==> config.mk <==
export PLATFORM = sky130hd
export DESIGN_NAME = player_bullet_flat
export DESIGN_NICKNAME = d
export VERILOG_FILES = /design/src/rtl/player_bullet_if.sv /design/src/rtl/player_bullet.sv /design/src/flat_wrapper.sv
export SDC_FILE = /design/constraint.sdc
export NUM_CORES = 1
export LEC_CHECK = 0
export ABC_CLOCK_PERIOD_IN_PS = 3170
export BUFFER_PORTS_ARGS = -buffer_cell sky130_fd_sc_hd__clkbuf_2
export CAP_MARGIN = 20
export CORE_MARGIN = 3
export CORE_UTILIZATION = 50
export DETAILED_ROUTE_END_ITERATION = 8
export GPL_ROUTABILITY_DRIVEN = 0
export GPL_TIMING_DRIVEN = 0
export PLACE_DENSITY = 0.76
export SLEW_MARGIN = 20
export SYNTH_ARGS = -nofsm -noshare
export SYNTH_HDL_FRONTEND = slang
export SYNTH_SLANG_ARGS = --single-unit
==> constraint.sdc <==
create_clock -name clk65MHz -period 3.17 [get_ports clk65MHz]
set_input_delay 0.634 -clock clk65MHz [delete_from_list [all_inputs] [get_ports clk65MHz]]
set_output_delay 0.634 -clock clk65MHz [all_outputs]
set_load 0.005 [all_outputs]
==> src/rtl/player_bullet_if.sv <==
// Player bullet bus: fire/position inputs from the game core, bullet state and result pulses to the draw pipeline.
// Master drives the request and target side, slave is the bullet controller.
interface player_bullet_if;
  logic       fire;
  logic [9:0] player_x;
  logic [9:0] invader_x;
  logic [9:0] invader_y;
  logic       invader_alive;
  logic [9:0] bullet_x;
  logic [9:0] bullet_y;
  logic       bullet_active;
  logic       hit;
  logic       miss;

  modport master (
    output fire, player_x, invader_x, invader_y, invader_alive,
    input  bullet_x, bullet_y, bullet_active, hit, miss
  );

  modport slave (
    input  fire, player_x, invader_x, invader_y, invader_alive,
    output bullet_x, bullet_y, bullet_active, hit, miss
  );
endinterface

==> src/rtl/player_bullet.sv <==
// Single player bullet: launch on fire, climb SPEED px per tick, one-cycle hit or miss pulse at the end of flight.
// Latency 1 from fire to visible bullet; no backpressure, fire is simply ignored while a bullet is in flight.
module player_bullet #(
  parameter int TICK_DIV = 65_000_000 / 60,
  parameter int SPEED    = 4,
  parameter int START_Y  = 700,
  parameter int BULLET_W = 2,
  parameter int BULLET_H = 8,
  parameter int INV_W    = 32,
  parameter int INV_H    = 16
) (
  input  logic            clk65MHz,
  input  logic            rst,
  player_bullet_if.slave  bus
);
  localparam int CW = (TICK_DIV > 1) ? $clog2(TICK_DIV) : 1;

  typedef enum logic [1:0] {
    IDLE = 2'd0,
    FLY  = 2'd1,
    HIT  = 2'd2
  } state_t;

  state_t          state;
  state_t          state_nxt;
  logic [CW-1:0]   tick_cnt;
  logic            tick;
  logic            overlap;
  logic            at_top;
  logic [10:0]     bx;
  logic [10:0]     by;
  logic [10:0]     ix;
  logic [10:0]     iy;

  assign tick = (tick_cnt == CW'(TICK_DIV - 1));

  always_ff @(posedge clk65MHz) begin
    if (rst || tick) tick_cnt <= '0;
    else             tick_cnt <= tick_cnt + CW'(1);
  end

  // Widened to 11 bits so a bullet or invader near x/y=1023 cannot wrap the box edges.
  assign bx = {1'b0, bus.bullet_x};
  assign by = {1'b0, bus.bullet_y};
  assign ix = {1'b0, bus.invader_x};
  assign iy = {1'b0, bus.invader_y};

  assign overlap = bus.invader_alive
                && (bx + 11'(BULLET_W) > ix)
                && (bx < ix + 11'(INV_W))
                && (by < iy + 11'(INV_H))
                && (by + 11'(BULLET_H) > iy);

  assign at_top = (bus.bullet_y < 10'(SPEED));

  always_ff @(posedge clk65MHz) begin
    if (rst) state <= IDLE;
    else     state <= state_nxt;
  end

  always_comb begin
    state_nxt = state;
    case (state)
      IDLE:    if (bus.fire) state_nxt = FLY;
      FLY: begin
        if (overlap)              state_nxt = HIT;
        else if (tick && at_top)  state_nxt = IDLE;
      end
      HIT:     state_nxt = IDLE;
      default: state_nxt = IDLE;
    endcase
  end

  always_comb begin
    bus.bullet_active = 1'b0;
    bus.hit           = 1'b0;
    case (state)
      FLY:     bus.bullet_active = 1'b1;
      HIT:     bus.hit           = 1'b1;
      default: ;
    endcase
  end

  // Position and miss pulse; a collision freezes the bullet for the cycle it is detected.
  always_ff @(posedge clk65MHz) begin
    if (rst) begin
      bus.bullet_x <= '0;
      bus.bullet_y <= '0;
      bus.miss     <= 1'b0;
    end else begin
      bus.miss <= (state == FLY) && !overlap && tick && at_top;
      if (state == IDLE && bus.fire) begin
        bus.bullet_x <= bus.player_x;
        bus.bullet_y <= 10'(START_Y);
      end else if (state == FLY && !overlap && tick && !at_top) begin
        bus.bullet_y <= bus.bullet_y - 10'(SPEED);
      end
    end
  end
endmodule

==> src/flat_wrapper.sv <==
// flat-port wrapper written by rule: the top's interface ports become plain ports
module player_bullet_flat 
#(
  parameter int TICK_DIV = 65_000_000 / 60,
  parameter int SPEED    = 4,
  parameter int START_Y  = 700,
  parameter int BULLET_W = 2,
  parameter int BULLET_H = 8,
  parameter int INV_W    = 32,
  parameter int INV_H    = 16
)
  (clk65MHz, rst, bus_fire, bus_player_x, bus_invader_x, bus_invader_y, bus_invader_alive, bus_bullet_x, bus_bullet_y, bus_bullet_active, bus_hit, bus_miss);
  player_bullet_if bus_i ();
  input  logic clk65MHz;
  input  logic rst;
  input wire logic [$bits(bus_i.fire)-1:0] bus_fire;
  input wire logic [$bits(bus_i.player_x)-1:0] bus_player_x;
  input wire logic [$bits(bus_i.invader_x)-1:0] bus_invader_x;
  input wire logic [$bits(bus_i.invader_y)-1:0] bus_invader_y;
  input wire logic [$bits(bus_i.invader_alive)-1:0] bus_invader_alive;
  output wire logic [$bits(bus_i.bullet_x)-1:0] bus_bullet_x;
  output wire logic [$bits(bus_i.bullet_y)-1:0] bus_bullet_y;
  output wire logic [$bits(bus_i.bullet_active)-1:0] bus_bullet_active;
  output wire logic [$bits(bus_i.hit)-1:0] bus_hit;
  output wire logic [$bits(bus_i.miss)-1:0] bus_miss;
  assign bus_i.fire = bus_fire;
  assign bus_i.player_x = bus_player_x;
  assign bus_i.invader_x = bus_invader_x;
  assign bus_i.invader_y = bus_invader_y;
  assign bus_i.invader_alive = bus_invader_alive;
  assign bus_bullet_x = bus_i.bullet_x;
  assign bus_bullet_y = bus_i.bullet_y;
  assign bus_bullet_active = bus_i.bullet_active;
  assign bus_hit = bus_i.hit;
  assign bus_miss = bus_i.miss;
  player_bullet #(.TICK_DIV(TICK_DIV), .SPEED(SPEED), .START_Y(START_Y), .BULLET_W(BULLET_W), .BULLET_H(BULLET_H), .INV_W(INV_W), .INV_H(INV_H)) u_core (.clk65MHz(clk65MHz), .rst(rst), .bus(bus_i));
endmodule
==> flow_metrics.env <==
export IMPL_dp_hpwl_mm=5.349
export IMPL_syn_inst=392
export IMPL_fin_crit_sh_pct=96.63
export IMPL_power_leakage_nw=1.677
export IMPL_grt_pass1_wl_mm=11.63
export IMPL_ys_types=50
export IMPL_synth_area_leaders="dfxtp_1, ha_1, xnor2_1"
export IMPL_pre_cts_ws_ns=-0.3156
export IMPL_io_buffers=54
export IMPL_switchingPower_mw=0.3662
export IMPL_numCtsBuffers=5
export IMPL_crit_arrival_ns=3.25
export IMPL_drive_above_1_share_pct=20.39
export IMPL_relSlewSlack_pct=65.50
export IMPL_vias=2846
export IMPL_fp_dieW_um=84.62
export IMPL_drv_cap=0
export IMPL_io_pin_count=57
export IMPL_dp_cells=522
export IMPL_setup_tns_ns=0
export IMPL_critPathKind="flop to flop"
export IMPL_pwr_share_comb_pct=23.8
export IMPL_start_kind="flop"
export IMPL_hold_violations=0
export IMPL_fin_nets=532
export IMPL_seq_power_share_pct=47.2
export IMPL_cts_sinks=42
export IMPL_ys_flop_type="dfxtp_1"
export IMPL_grt_use_total_pct=19.04
export IMPL_multi_input_area_sq_um=2166
export IMPL_yosysWarnings=0
export IMPL_hold_path_class="flop to flop"
export IMPL_num_rows=28
export IMPL_ir_drop_mv=0.2835
export IMPL_die_area_sq_um=7161
export IMPL_endpoint_kind="flop"
export IMPL_worst_pin_slew_ns=0.5135
export IMPL_dr_pass1_iters=4
export IMPL_final_area_sq_um=3696
export IMPL_clkLatencyLatePin_ns=0.29
export IMPL_gr_total_overflow=0
export IMPL_initial_core_util_pct=51.89
export IMPL_netlist_top_cells_count="ha_1, nand2_1, dfxtp_1, nor2_1, inv_1"
export IMPL_p_int_mw=0.8544
export IMPL_clk_pin_slew_ns=0.08
export IMPL_holdBufCountCts=0
export IMPL_fill_cells=516
export IMPL_grt_max_degree=14
export IMPL_slew_violations=0
export IMPL_status="finished clean"
export IMPL_crit_required_ns=3.35
export IMPL_switching_share_pct=30.00
export IMPL_area_delta_synth_final_pct=19.59
export IMPL_root_buffer="clkbuf_8"
export IMPL_async_flop_share_pct=0
export IMPL_syn_area_sq_um=3090
export IMPL_detail_route_wirelength_mm=6.826
export IMPL_fin_skew_ns=0.007333
export IMPL_post_dp_cell_area_sq_um=3458
export IMPL_finalCriticalPeriod_ns=3.063
export IMPL_syn_area_per_cell_sq_um=7.884
export IMPL_pwr_share_clk_pct=29.0
export IMPL_cts_buffer_depth=2
export IMPL_rsz0062_at_grt="true"
export IMPL_layout_setup_ws_ns=0.1067
export IMPL_setup_viol=0
export IMPL_fp_dieH_um=84.62
export IMPL_final_antenna_net_count=0
export IMPL_grt_pass1_vias=2743
export IMPL_htree_levels=2
export IMPL_wl_per_cell_um=12.85
export IMPL_seq_area_sq_um=857.1
export IMPL_synth_edf_count=0
export IMPL_p_per_area_nw_per_um2=330.2
export IMPL_coreArea_sq_um=5956
export IMPL_synth_top_cell_by_area="dfxtp_1"
export IMPL_antenna_found_initial=0
export IMPL_drc=0
export IMPL_fmax_mhz=326.5
export IMPL_fin_cells=531
export IMPL_initialDrtViolationCount=120
export IMPL_ys_ff_latch=42
export IMPL_yosysSeqAreaShare_pct=27.21
export IMPL_antenna_cells=0
export IMPL_cts_tree="done"
export IMPL_synth_top_cell_area_share_pct=27.21
export IMPL_cp_max_fo=9
export IMPL_drt_vias_per_instance=5.360
[per-layer routing]
metal	GRT usage (%)	vias to the layer above	part of all wire, %
li1	-	1481	-
met1	23.14	1309	45
met2	35.16	46	51
met3	3.140	10	3.4
met4	3.885	0	1.0
met5	0	-	0
[metrics by stage]
step / hold slack (ns) / utilization [%] / power [mW]
3_3_place_gp: 0.4615 / 58.07 / 0.8427
5_1_grt: 0.5170 / 62.06 / 1.297
2_1_floorplan: 0.4375 / - / 0.7624
6_report: 0.4792 / 62.06 / 1.221
4_1_cts: 0.4860 / 60.32 / 1.214
3_5_place_dp: 0.4680 / 58.07 / 0.8521
[state kept, by name, summed over array words and instances (netlist names)]
register             count
u_core.bus.bullet_y      8
u_core.state             2
u_core.tick_cnt         21
u_core.bus.bullet_x     10
u_core.bus.miss          1
[area by class of cell]
type                            instances  area share [%]
Buffer                                 12           1.930
Clock buffer                            6           2.234
Clock inverter                          2          0.3385
Inverter                               34           3.453
Multi-Input combinational cell        304           58.60
Sequential cell                        42           23.19
Tap cell                               75           2.539
Timing Repair Buffer                   56           7.718
[repair_timing]
action,CTS,global route
resized for setup,12,23
setup endpoints to repair,8,8
pin swaps,3,5
setup buffers,1,1
[power by group through the flow]
stage	Combinational, mW	Sequential [mW]	Clock, mW
floorplan	0.181	0.582	0
global placement	0.255	0.588	0
detailed placement	0.264	0.588	0
CTS	0.273	0.576	0.365
global route	0.331	0.581	0.385
finish	0.290	0.577	0.354
[worst paths after layout]
kind	cells after the start	slack (ns)	end	start
setup / recovery	13	0.11	u_core.bus.bullet_y[6]	u_core.bus.bullet_y[7]
hold / removal	1	0.48	u_core.tick_cnt[0]	u_core.tick_cnt[0]
setup reg to reg	13	0.11	u_core.bus.bullet_y[6]	u_core.bus.bullet_y[7]
hold reg to reg	1	0.48	u_core.tick_cnt[0]	u_core.tick_cnt[0]
[cell families after synthesis]
logic type / Yosys count / synth area share (%)
multiplexers: 1 / 0.3239
other: 1 / 0.1213
adder cells (fa/ha/maj): 43 / 17.41
XOR/XNOR: 39 / 11.05
AO/OA/AOI/OAI: 55 / 11.38
flip-flops: 42 / 27.21
AND/OR/NAND/NOR: 164 / 26.56
buffers and inverters: 47 / 5.951
[layout by cell type (no fill, tap or decap), types with 5 or more instances in the layout]
cell / count
nand4_1: 11
a21o_1: 6
nand2_1: 43
ha_1: 43
clkbuf_1: 7
xor2_1: 15
nor2_1: 36
dfxtp_1: 35
nor3_1: 16
clkbuf_2: 54
nand3_1: 19
xnor2_1: 23
inv_1: 34
a21oi_1: 24
and3_1: 5
clkbuf_8: 6
[worst max-delay path: stages (launching register included)]
cell,delay (ns)
dfxtp_2,0.35
buf_8,0.12
and3_4,0.19
nand3_4,0.09
xnor2_2,0.15
ha_1,0.32
a21o_1,0.17
a21oi_2,0.13
or4b_4,0.49
a21oi_4,0.19
nor4_4,0.08
a21o_1,0.20
or3_4,0.33
mux2i_1,0.12
(Power assumes the default switching activity.)
